**src/rtl/masked_word_fifo.sv**
```systemverilog
// -----------------------------------------------------------------------------
// masked_word_fifo
//
// Small first-word-fall-through FIFO that sits behind the 32-bit registered
// word stage. Each accepted word is ANDed with a per-write mask before it is
// stored. Buffered words are presented to the next consumer over valid/ready.
// A word offered while the FIFO is full is dropped and flagged in a sticky
// overflow bit.
//
// Ports:
//   clock      in   single clock, all state updates on posedge
//   reset_n    in   synchronous active-low reset, highest priority
//   in_data    in   [WIDTH]  word from the upstream register stage
//   in_valid   in   in_data is valid this cycle
//   in_ready   out  FIFO can accept a word this cycle (count != DEPTH)
//   mask       in   [WIDTH]  AND mask applied to in_data at write time
//   out_data   out  [WIDTH]  head entry, 0 when empty
//   out_valid  out  head entry present (count != 0)
//   out_ready  in   consumer takes the head this cycle
//   count      out  [CNT_W]  entries held, 0..DEPTH
//   overflow   out  sticky: at least one word was dropped
//   clear_ovf  in   clears overflow (a same-cycle drop wins)
//
// DEPTH must be a power of two and at least 2 so the pointers wrap naturally.
// -----------------------------------------------------------------------------
module masked_word_fifo #(
   parameter int unsigned WIDTH = 32,
   parameter int unsigned DEPTH = 4,
   parameter int unsigned CNT_W = $clog2(DEPTH) + 1
) (
   input  logic             clock,
   input  logic             reset_n,
   input  logic [WIDTH-1:0] in_data,
   input  logic             in_valid,
   output logic             in_ready,
   input  logic [WIDTH-1:0] mask,
   output logic [WIDTH-1:0] out_data,
   output logic             out_valid,
   input  logic             out_ready,
   output logic [CNT_W-1:0] count,
   output logic             overflow,
   input  logic             clear_ovf
);

   localparam int unsigned PTR_W = $clog2(DEPTH);

   logic [WIDTH-1:0] r_mem [DEPTH];
   logic [PTR_W-1:0] r_wr_ptr;
   logic [PTR_W-1:0] r_rd_ptr;
   logic [CNT_W-1:0] r_count;
   logic             r_overflow;

   logic [PTR_W-1:0] w_wr_ptr_d;
   logic [PTR_W-1:0] w_rd_ptr_d;
   logic [CNT_W-1:0] w_count_d;
   logic             w_overflow_d;

   logic w_full;
   logic w_empty;
   logic w_push;
   logic w_pop;
   logic w_drop;

   // Status derived from registered state only, so out_ready never reaches
   // in_ready: a pop while full frees a slot for the next cycle, not this one.
   assign w_full  = (r_count == CNT_W'(DEPTH));
   assign w_empty = (r_count == '0);

   assign w_push = in_valid && !w_full;
   assign w_pop  = !w_empty && out_ready;
   assign w_drop = in_valid && w_full;

   always_comb begin
      w_wr_ptr_d   = r_wr_ptr;
      w_rd_ptr_d   = r_rd_ptr;
      w_count_d    = r_count;
      w_overflow_d = r_overflow;

      if (w_push) begin
         w_wr_ptr_d = r_wr_ptr + PTR_W'(1);
      end
      if (w_pop) begin
         w_rd_ptr_d = r_rd_ptr + PTR_W'(1);
      end

      unique case ({w_push, w_pop})
         2'b10:   w_count_d = r_count + CNT_W'(1);
         2'b01:   w_count_d = r_count - CNT_W'(1);
         default: w_count_d = r_count;
      endcase

      // Set has priority over clear so a drop is never lost.
      if (w_drop) begin
         w_overflow_d = 1'b1;
      end else if (clear_ovf) begin
         w_overflow_d = 1'b0;
      end
   end

   always_ff @(posedge clock) begin
      if (!reset_n) begin
         r_wr_ptr   <= '0;
         r_rd_ptr   <= '0;
         r_count    <= '0;
         r_overflow <= 1'b0;
      end else begin
         r_wr_ptr   <= w_wr_ptr_d;
         r_rd_ptr   <= w_rd_ptr_d;
         r_count    <= w_count_d;
         r_overflow <= w_overflow_d;
      end
   end

   // Storage is not reset; the pointers alone define which entries are live.
   always_ff @(posedge clock) begin
      if (reset_n && w_push) begin
         r_mem[r_wr_ptr] <= in_data & mask;
      end
   end

   assign in_ready  = !w_full;
   assign out_valid = !w_empty;
   assign out_data  = w_empty ? '0 : r_mem[r_rd_ptr];
   assign count     = r_count;
   assign overflow  = r_overflow;

endmodule

```
**config.mk**
```make
export PLATFORM = sky130hd
export DESIGN_NAME = masked_word_fifo
export DESIGN_NICKNAME = d
export VERILOG_FILES = /design/src/rtl/masked_word_fifo.sv
export SDC_FILE = /design/constraint.sdc
export NUM_CORES = 1
export LEC_CHECK = 0
export CORE_MARGIN = 8
export CORE_UTILIZATION = 50
export DETAILED_ROUTE_END_ITERATION = 6
export HOLD_SLACK_MARGIN = 0.1
export PLACE_DENSITY_LB_ADDON = 0.3
export SETUP_SLACK_MARGIN = 0.3
export SLEW_MARGIN = 20
export SYNTH_ARGS = -nofsm -noshare
export SYNTH_HDL_FRONTEND = slang
export SYNTH_SLANG_ARGS = --single-unit
```
**constraint.sdc**
```tcl
create_clock -name clock -period 5 [get_ports clock]
set_input_delay 1 -clock clock [delete_from_list [all_inputs] [get_ports clock]]
set_output_delay 1 -clock clock [all_outputs]
set_load 0.05 [all_outputs]
```
==> results of run 1 <==
## cell families after synthesis
group / Yosys count
DFF: 138
and+or+nand+nor: 85
muxes: 34
buffers and inverters: 19
AOI/OAI and AO/OA: 9
adders and majority gates: 6
xor gates and xnor gates: 2
## power breakdown
group,switching [mW],internal (mW),total (mW)
Clock,0.465,0.888,1.35
Combinational,0.972,0.621,1.59
Sequential,0.0881,1.35,1.43
## path summary, 6_finish.rpt
check / end / start / slack (ns)
max reg2reg: count[2] / count[2] / 2.52
min reg2reg: flip-flop / r_rd_ptr[1] / 0.49
max: out_data[19] / flip-flop / 1.09
min: flip-flop / r_rd_ptr[1] / 0.49
## placed cells by master (no fill, tap or decap), types with 2 or more instances in the layout
master,instances
clkdlybuf4s50_1,106
or3_1,2
dfxtp_2,2
bufinv_16,5
and2_1,34
clkinv_4,2
and3_2,4
inv_6,3
edfxtp_1,128
ha_1,5
clkbuf_16,17
inv_1,8
nand2_1,8
clkinvlp_4,2
mux4_1,2
o21ai_0,5
mux2i_1,2
nor2b_4,6
dfxtp_1,8
nor2b_1,28
mux4_2,30
buf_4,3
## worst min-delay path, cell delays in order, from the launching register on
cell	delay, ns
dfxtp_1	0.30
o21ai_0	0.07
a21boi_1	0.07
## sequential cells by signal (all words and copies together) (netlist names), named ones only
signal    flops
r_mem       128
count         3
r_rd_ptr      2
r_wr_ptr      2
overflow      1
## metrics by stage
step	power, mW	utilization, %	hold slack, ns	cell area, sq um
after detailed placement	3.079	60.78	0.4784	6822
after floorplan	2.603	-	0.4560	5657
final	4.380	66.54	0.4878	7468
after global placement	3.054	60.78	0.4618	6822
after CTS	4.430	66.54	0.4905	7468
after global routing	4.548	66.54	0.5157	7468
## layout make-up
type	count	area [sq um]	share of cell area, %
repair buffers	109	1084	14.51
multi-input cells	136	1483	19.85
clock inverters	14	217.7	2.915
clock buffers	18	429.2	5.746
well taps	143	178.9	2.396
flip-flops and latches	138	4046	54.18
inverters	8	30.03	0.4021
## per-layer routing
| metal | vias to the layer above | GRT usage, % | share of wire, % |
|---|---|---|---|
| li1 | 1365 | - | - |
| met5 | - | 0 | 0 |
| met4 | 0 | 5.484 | 0.99 |
| met3 | 8 | 5.106 | 6.1 |
| met1 | 1421 | 15.86 | 39 |
| met2 | 79 | 25.66 | 54 |
==> impl_results.md, run 1 <==
- Status: finished, final reports clean
- # IOs: 107
- Dominant synthesized flop cell: edfxtp_1
- CTS H-Tree Depth: 4
- R2R depth: 8
- Post-synth top area share: 67.95%
- Fin crit period: 3.911 ns
- Clock transition at path regs: 0.06 ns
- RSZ-0062 raised after global routing: false
- Seq/Total Area, Yosys: 71.49%
- Via-per-instance ratio: 5.076
- Post-synthesis mux area share: 13.23%
- Leak: 2.499 nW
- GRT overflow: 0
- DP Cell Count: 534
- Mapped Area: 5657 sq um
- Combinational family with the most area after synthesis: multiplexers
- Critical Path AT: 2.91 ns
- Max Cap Viol: 0
- Clk root buf: clkbuf_16
- Least-Margin Pin Slew: 0.8996 ns
- Slew Limit Fails: 0
- Syn_nets: 368
- Clk sinks: 138
- Largest net degree at the start of global routing: 33
- Critical path's slowest cell: dfxtp_2
- CP max stage delay: 0.79 ns
- Cell chain of the critical path: buf_4 -> mux4_2 -> nor2b_1 -> clkdlybuf4s50_1
- HPWL Detailed: 6780 um
- Clock skew: 0.008482 ns
- Fmax: 255.7 MHz
- Clock buffers created by TritonCTS: 17
- DR iter-0 viols: 152
- Die area: 14970 sq um
- Hold Path Class: reg2reg
- Critical path peak fanout: 20
- Synth Area in Adders: 1.460%
- Post-CTS Resized: 0
- Pwr Density: 586.5 nW/um^2
- Layout cells sized above 1: 18.20%
- Total global routing track utilization: 14.55%
- Antenna cell count: 0
- First-pass GRT wire length: 16250 um
- Port Buffers: 106
- Async set-reset flop share out of synthesis: 0%
- Worst EP required: 4.00 ns
- Dpl ws: 1.452 ns
- CORE AREA: 11220 sq um
- Final Cycle Share: 78.21%
- TNS Setup: 0 ns
- DR WL/cell: 18.17 um
- Register bit total from synthesis: 138
- Final worst slack: 1.089 ns
- Syn. warnings: 0
- Site Rows: 39
- Top-count cell post-synth: edfxtp_1
- Cells after Synth: 293
- Final setup fails: 0
- Routability Congestion: 0.6875
- Min-Delay Path Depth: 2
- Postcts setup bufs: 0
- Syn_area_per_cell: 19.31 sq um
- TritonCTS clock tree: built
- Die Y: 122.4 um
- Area Growth Syn to Fin: 32.03%
- Via count: 2873
- Top post-synthesis cells by area: edfxtp_1, mux4_2, and2_1, dfxtp_1, nor2b_1
- Final net count: 485
- Initial antenna violation count: 0
- Hold buffer count at cts: 0
- Worst Path Buf+Inv: 2
- Peak supply drop: 0.0003372 V
- Top Family by Delay on Critical Path: buffers and inverters
- Fillers: 769
- Critical path depth: 4
- Xor-xnor portion of the synthesized cell area: 0.3097%
- Drt total wl: 10280 um
- Die W: 122.4 um
- Clock tree buffer depth: 2
- Fin. Hold Viols: 0
- Crit path launch type: flip-flop
- Finished Layout Cells: 566
- Crit Path Class: reg2out
- Vias in the first global route: 3175
- Commonest cells in the netlist: edfxtp_1, and2_1, mux4_2, nor2b_1, dfxtp_1
- Setup crit end kind: output pin
- TritonRoute pass-1 iters: 5
- Synth area leader: edfxtp_1
- Starting Density: 50.40%
- Simple-Gate Fraction of Synth Area: 10.06%
- Max_slew headroom: 39.83%
- Antenna viol nets, final: 0
- Compound-Gate Fraction of Synth Area: 1.062%
- Clock Latency Late Sink: 0.41 ns
- EDFF count, synth: 128
- DRC: 0
- Distinct cells, synth: 28
(Power assumes the default switching activity.)
==> run 2: changes to the inputs <==
==> constraint.sdc (replaced) <==
create_clock -name clock -period 3.7 [get_ports clock]
set_input_delay 0.74 -clock clock [delete_from_list [all_inputs] [get_ports clock]]
set_output_delay 0.74 -clock clock [all_outputs]
set_load 0.05 [all_outputs]
==> run 2 against run 1 <==
Against the previous run:
- clock power is 30% higher
- cell area is 0.57% higher
- via count is 2.5% higher
- combinational power is 38% higher
- worst setup slack worse by 0.68 ns
- core utilization is 0.38 points higher
- sequential cell count stayed put
- first-iteration DRC count is 22% higher
- cell count is 0.88% higher
==> impl_results.md, run 2 (synthesized netlist as in run 1, its figures left out) <==
- Status: finished, final reports clean (unchanged)
- Clock Latency Late Sink: 0.41 ns (about the same)
- Routability Congestion: 0.6819 (was 0.6875)
- DR iter-0 viols: 185 (was 152)
- Total global routing track utilization: 14.90% (was 14.55%)
- Cell chain of the critical path: buf_4 -> mux4_2 -> nor2b_1 -> clkdlybuf4s50_1 (unchanged)
- # IOs: 107 (unchanged)
- Final Cycle Share: 89.06%
- Via count: 2944 (was 2873)
- CP max stage delay: 0.72 ns (was 0.79 ns)
- Peak supply drop: 0.0004550 V (was 0.0003372 V)
- First-pass GRT wire length: 16620 um (was 16250 um)
- Hold buffer count at cts: 0 (unchanged)
- Most common cell after layout, fill and taps aside: edfxtp_1 (unchanged)
- Site Rows: 39 (unchanged)
- CTS H-Tree Depth: 4 (unchanged)
- Crit path launch type: flip-flop (unchanged)
- Critical Path AT: 2.56 ns (was 2.91 ns)
- Clock tree buffer depth: 2 (unchanged)
- Die area: 14970 sq um (unchanged)
- Max_slew headroom: 42.03% (was 39.83%)
- Least-Margin Pin Slew: 0.8696 ns (was 0.8996 ns)
- Clock buffers created by TritonCTS: 17 (unchanged)
- Setup crit end kind: output pin (unchanged)
- GRT overflow: 0 (unchanged)
- Clock transition at path regs: 0.06 ns (about the same)
- DRC: 0 (unchanged)
- Finished Layout Cells: 571 (was 566)
- Postcts setup bufs: 0 (unchanged)
- Leak: 2.583 nW (was 2.499 nW)
- Critical path's slowest cell: clkdlybuf4s50_1 (was dfxtp_2)
- Reg with most FFs: r_mem (unchanged)
- Post-CTS Resized: 2 (was 0)
- Final net count: 490 (was 485)
- CORE AREA: 11220 sq um (unchanged)
- Clock skew: 0.01379 ns (was 0.008482 ns)
- Fin. Hold Viols: 0 (unchanged)
- RSZ-0062 raised after global routing: false (unchanged)
- Min-Delay Path Depth: 2 (unchanged)
- Hold Path Class: reg2reg (unchanged)
- Area Growth Syn to Fin: 32.78% (was 32.03%)
- R2R depth: 9 (was 8)
- Crit Path Class: reg2out (unchanged)
- Largest register FFs: 128 (unchanged)
- Fin crit period: 3.295 ns
- Die W: 122.4 um (unchanged)
- Flop-to-flop setup slack: 1.18 ns (was 2.52 ns)
- Pwr Density: 781.9 nW/um^2 (was 586.5 nW/um^2)
- TNS Setup: 0 ns (unchanged)
- Port Buffers: 106 (unchanged)
- Die Y: 122.4 um (unchanged)
- Via-per-instance ratio: 5.156 (was 5.076)
- Max Cap Viol: 0 (unchanged)
- Worst EP required: 2.96 ns (was 4.00 ns)
- Drt total wl: 10610 um (was 10280 um)
- Slew Limit Fails: 0 (unchanged)
- Antenna cell count: 0 (unchanged)
- Vias in the first global route: 3259 (was 3175)
- Clk root buf: clkbuf_16 (unchanged)
- Fmax: 303.5 MHz
- Initial antenna violation count: 0 (unchanged)
- Antenna viol nets, final: 0 (unchanged)
- TritonCTS clock tree: built (unchanged)
- Starting Density: 50.40% (unchanged)
- HPWL Detailed: 6832 um (was 6780 um)
- Critical path peak fanout: 15 (was 20)
- DP Cell Count: 539 (was 534)
- Clk sinks: 138 (unchanged)
- TritonRoute pass-1 iters: 5 (unchanged)
- DR WL/cell: 18.58 um (was 18.17 um)
- Layout cells sized above 1: 19.39% (was 18.20%)
- Largest net degree at the start of global routing: 38 (was 33)
- Final setup fails: 0 (unchanged)
- Commonest cells after routing, fill and taps aside: edfxtp_1, clkdlybuf4s50_1, and2_1 (unchanged)
## run 2: final cells by class
type | count | area (sq um)
multi-input cells | 136 | 1483
fillers | 761 | 3712
clock inverters | 14 | 196.4
well taps | 143 | 178.9
repair buffers | 114 | 1142
clock buffers | 18 | 429.2
inverters | 8 | 30.03
flip-flops and latches | 138 | 4051
## run 2: worst paths after layout
path | end | from
max | out_data[8] | flip-flop
min | r_wr_ptr[0] | r_wr_ptr[0]
max reg2reg | count[2] | count[2]
min reg2reg | r_wr_ptr[0] | r_wr_ptr[0]
## run 2: critical path: cells and delay by family (launching register included)
kind / cells / cell delay [ns]
flip-flops: 1 / 0.54
multiplexers: 1 / 0.50
buffers and inverters: 2 / 0.97
AND/OR/NAND/NOR: 1 / 0.14
## run 2: metrics by stage
step / worst slack [ns] / util, % / instance area [sq um] / power (mW) / hold slack, ns
floorplan: 1.122 / - / 5657 / 3.517 / 0.4560
global placement: 0.6253 / 61.23 / 6872 / 4.162 / 0.4624
detailed placement: 0.5976 / 61.23 / 6872 / 4.190 / 0.4878
CTS: 0.3031 / 66.81 / 7498 / 5.939 / 0.5047
global route: 0.3025 / 66.92 / 7511 / 6.100 / 0.5269
finish: 0.4047 / 66.92 / 7511 / 5.873 / 0.5030
## run 2: metal layers
metal  GRT usage (%)  wire length, um
met1           15.61             4119
met2           27.43             5804
met3           4.002              513
met4           6.702              174
met5               0                0
## run 2: power by group
| part | switching [mW] | internal (mW) |
|---|---|---|
| combinational | 1.35 | 0.850 |
| sequential | 0.101 | 1.82 |
| clock | 0.618 | 1.13 |
| total | 2.07 | 3.80 |
==> run 3: changes to the inputs <==
==> constraint.sdc (replaced) <==
create_clock -name clock -period 3.05 [get_ports clock]
set_input_delay 0.61 -clock clock [delete_from_list [all_inputs] [get_ports clock]]
set_output_delay 0.61 -clock clock [all_outputs]
set_load 0.05 [all_outputs]
==> run 3 against run 2 <==
Against the previous run:
- first-iteration DRC count fell by 5.4%
- register-to-register slack got worse by 0.26 ns
- highest routed layer unchanged
- clock power rose by 10%
- count of clock-buffer cells in the layout did not move
- critical path depth did not move
- routed wire length fell by 1.6%
- worst setup slack improved by 0.0097 ns
==> impl_results.md, run 3 (synthesized netlist as in run 1, its figures left out) <==
- Footprint of the multi-input gates: 1483 sq um (unchanged)
- Port Buffers: 106 (unchanged)
- Antenna viol nets, final: 0 (unchanged)
- Via count: 2947 (was 2944)
- CP max stage delay: 0.53 ns (was 0.72 ns)
- Clock tree buffer depth: 2 (unchanged)
- Clock Latency Late Sink: 0.40 ns (was 0.41 ns)
- TNS Setup: 0 ns (unchanged)
- Via-per-instance ratio: 5.161 (was 5.156)
- Drt total wl: 10440 um (was 10610 um)
- DR WL/cell: 18.28 um (was 18.58 um)
- Fmax: 379.4 MHz
- Worst Path Buf+Inv: 2 (unchanged)
- HPWL Detailed: 6631 um (was 6832 um)
- Die W: 122.4 um (unchanged)
- Hold buffer count at cts: 0 (unchanged)
- Initial antenna violation count: 0 (unchanged)
- Top Family by Delay on Critical Path: buffers and inverters (unchanged)
- Final setup fails: 0 (unchanged)
- First-pass GRT wire length: 16500 um (was 16620 um)
- Vias in the first global route: 3202 (was 3259)
- Pwr Density: 926.7 nW/um^2 (was 781.9 nW/um^2)
- CORE AREA: 11220 sq um (unchanged)
- Commonest cells after routing, fill and taps aside: edfxtp_1, clkdlybuf4s50_1, buf_4 (was edfxtp_1, clkdlybuf4s50_1, and2_1)
- Crit Path Class: reg2out (unchanged)
- Least-Margin Pin Slew: 0.5518 ns (was 0.8696 ns)
- CTS H-Tree Depth: 4 (unchanged)
- Site Rows: 39 (unchanged)
- Critical path's slowest cell: buf_4 (was clkdlybuf4s50_1)
- Fin crit period: 2.636 ns
- Critical path peak fanout: 35 (was 15)
- Worst hold slack: 0.4936 ns (was 0.5030 ns)
- Post-CTS Resized: 0 (was 2)
- Die Y: 122.4 um (unchanged)
- Sequential cell area: 4046 sq um (was 4051 sq um)
- Dpl ws: 0.3775 ns (was 0.5976 ns)
- Clk sinks: 138 (unchanged)
- Slew Limit Fails: 0 (unchanged)
- Die area: 14970 sq um (unchanged)
- # IOs: 107 (unchanged)
- Clk root buf: clkbuf_16 (unchanged)
- Clock transition at path regs: 0.06 ns (about the same)
- Peak supply drop: 0.0004561 V (was 0.0004550 V)
- Critical Path AT: 2.03 ns (was 2.56 ns)
- Clock buffers created by TritonCTS: 17 (unchanged)
- Antenna cell count: 0 (unchanged)
- Cell chain of the critical path: nor3_4 -> buf_4 -> nor2b_1 -> buf_4 (was buf_4 -> mux4_2 -> nor2b_1 -> clkdlybuf4s50_1)
- Setup crit end kind: output pin (unchanged)
- Crit path launch type: flip-flop (unchanged)
- Final worst slack: 0.4145 ns (was 0.4047 ns)
- Critical path's most frequent cell: buf_4
- Most common cell after layout, fill and taps aside: edfxtp_1 (unchanged)
- Status: finished, final reports clean (unchanged)
- RSZ-0062 raised after global routing: false (unchanged)
- DR iter-0 viols: 175 (was 185)
- Area Growth Syn to Fin: 30.77% (was 32.78%)
- Fin. Hold Viols: 0 (unchanged)
- Fin util: 65.91% (was 66.92%)
- Clock skew: 0.007160 ns (was 0.01379 ns)
- TritonCTS clock tree: built (unchanged)
- Starting Density: 50.40% (unchanged)
- Largest net degree at the start of global routing: 36 (was 38)
- Routability Congestion: 0.7031 (was 0.6819)
- Total global routing track utilization: 14.72% (was 14.90%)
- Fillers: 809 (was 761)
- Tot Pwr: 6.855 mW (was 5.873 mW)
- Max_slew headroom: 63.21% (was 42.03%)
- DRC: 0 (unchanged)
- Final Cycle Share: 86.41%
- Largest register FFs: 128 (unchanged)
- Postcts setup bufs: 0 (unchanged)
- Hold Path Class: reg2reg (unchanged)
- Worst EP required: 2.44 ns (was 2.96 ns)
- Final net count: 490 (unchanged)
- Layout cells sized above 1: 26.64% (was 19.39%)
- TritonRoute pass-1 iters: 4 (was 5)
- Max Cap Viol: 0 (unchanged)
- Leak: 2.553 nW (was 2.583 nW)
- Reg with most FFs: r_mem (unchanged)
- GRT overflow: 0 (unchanged)
-- run 3: changes by cell type in the layout (fill, tap and decap cells not counted), sizes merged --
| cell | change |
|---|---|
| buf | +32 |
| bufinv | -3 |
| clkdlybuf4s50 | -27 |
| clkinv | +1 |
| clkinvlp | -1 |
| dlygate4sd2 | -1 |
| dlymetal6s2s | -4 |
| inv | +3 |
-- run 3: power breakdown --
part	switching, mW	leakage (nW)	internal, mW
clock	0.794	0.271	1.14
combinational	1.71	1.02	0.945
sequential	0.0610	1.27	2.20
-- run 3: worst paths after layout --
| path | cells past startpoint | startpoint | slack [ns] | end |
|---|---|---|---|---|
| max | 4 | count[2] | 0.41 | out_data[0] |
| min | 2 | r_rd_ptr[0] | 0.49 | r_rd_ptr[0] |
| max reg2reg | 9 | count[1] | 0.92 | count[2] |
| min reg2reg | 2 | r_rd_ptr[0] | 0.49 | r_rd_ptr[0] |
-- run 3: metrics by stage --
stage | instance area, sq um | std cells
6_report | 7397 | 571
5_1_grt | 7397 | 571
4_1_cts | 7397 | 571
3_5_place_dp | 6829 | 539
3_3_place_gp | 6829 | 539
2_1_floorplan | 5657 | 293
-- run 3: area by class of cell --
class	instances	share of cell area [%]
clock buffers	18	5.802
clock inverters	14	1.878
inverters	8	0.4060
multi-input cells	136	20.04
flip-flops and latches	138	54.70
well taps	143	2.419
repair buffers	114	14.75
-- run 3: worst register-to-register path: stages (launching register included) --
cell	delay (ns)
dfxtp_1	0.37
nor2_1	0.23
a21boi_2	0.15
inv_1	0.09
ha_1	0.18
inv_1	0.06
fa_1	0.37
xor2_1	0.15
or3_1	0.31
a21boi_0	0.15
-- run 3: metal layers --
metal / up-vias / part of all wire [%] / global-route usage (%) / wire (um)
li1: 1382 / - / - / -
met1: 1491 / 39 / 15.98 / 4121
met2: 63 / 55 / 26.82 / 5728
met3: 11 / 4.8 / 4.692 / 502
met4: 0 / 0.84 / 4.570 / 88
met5: - / 0 / 0 / 0
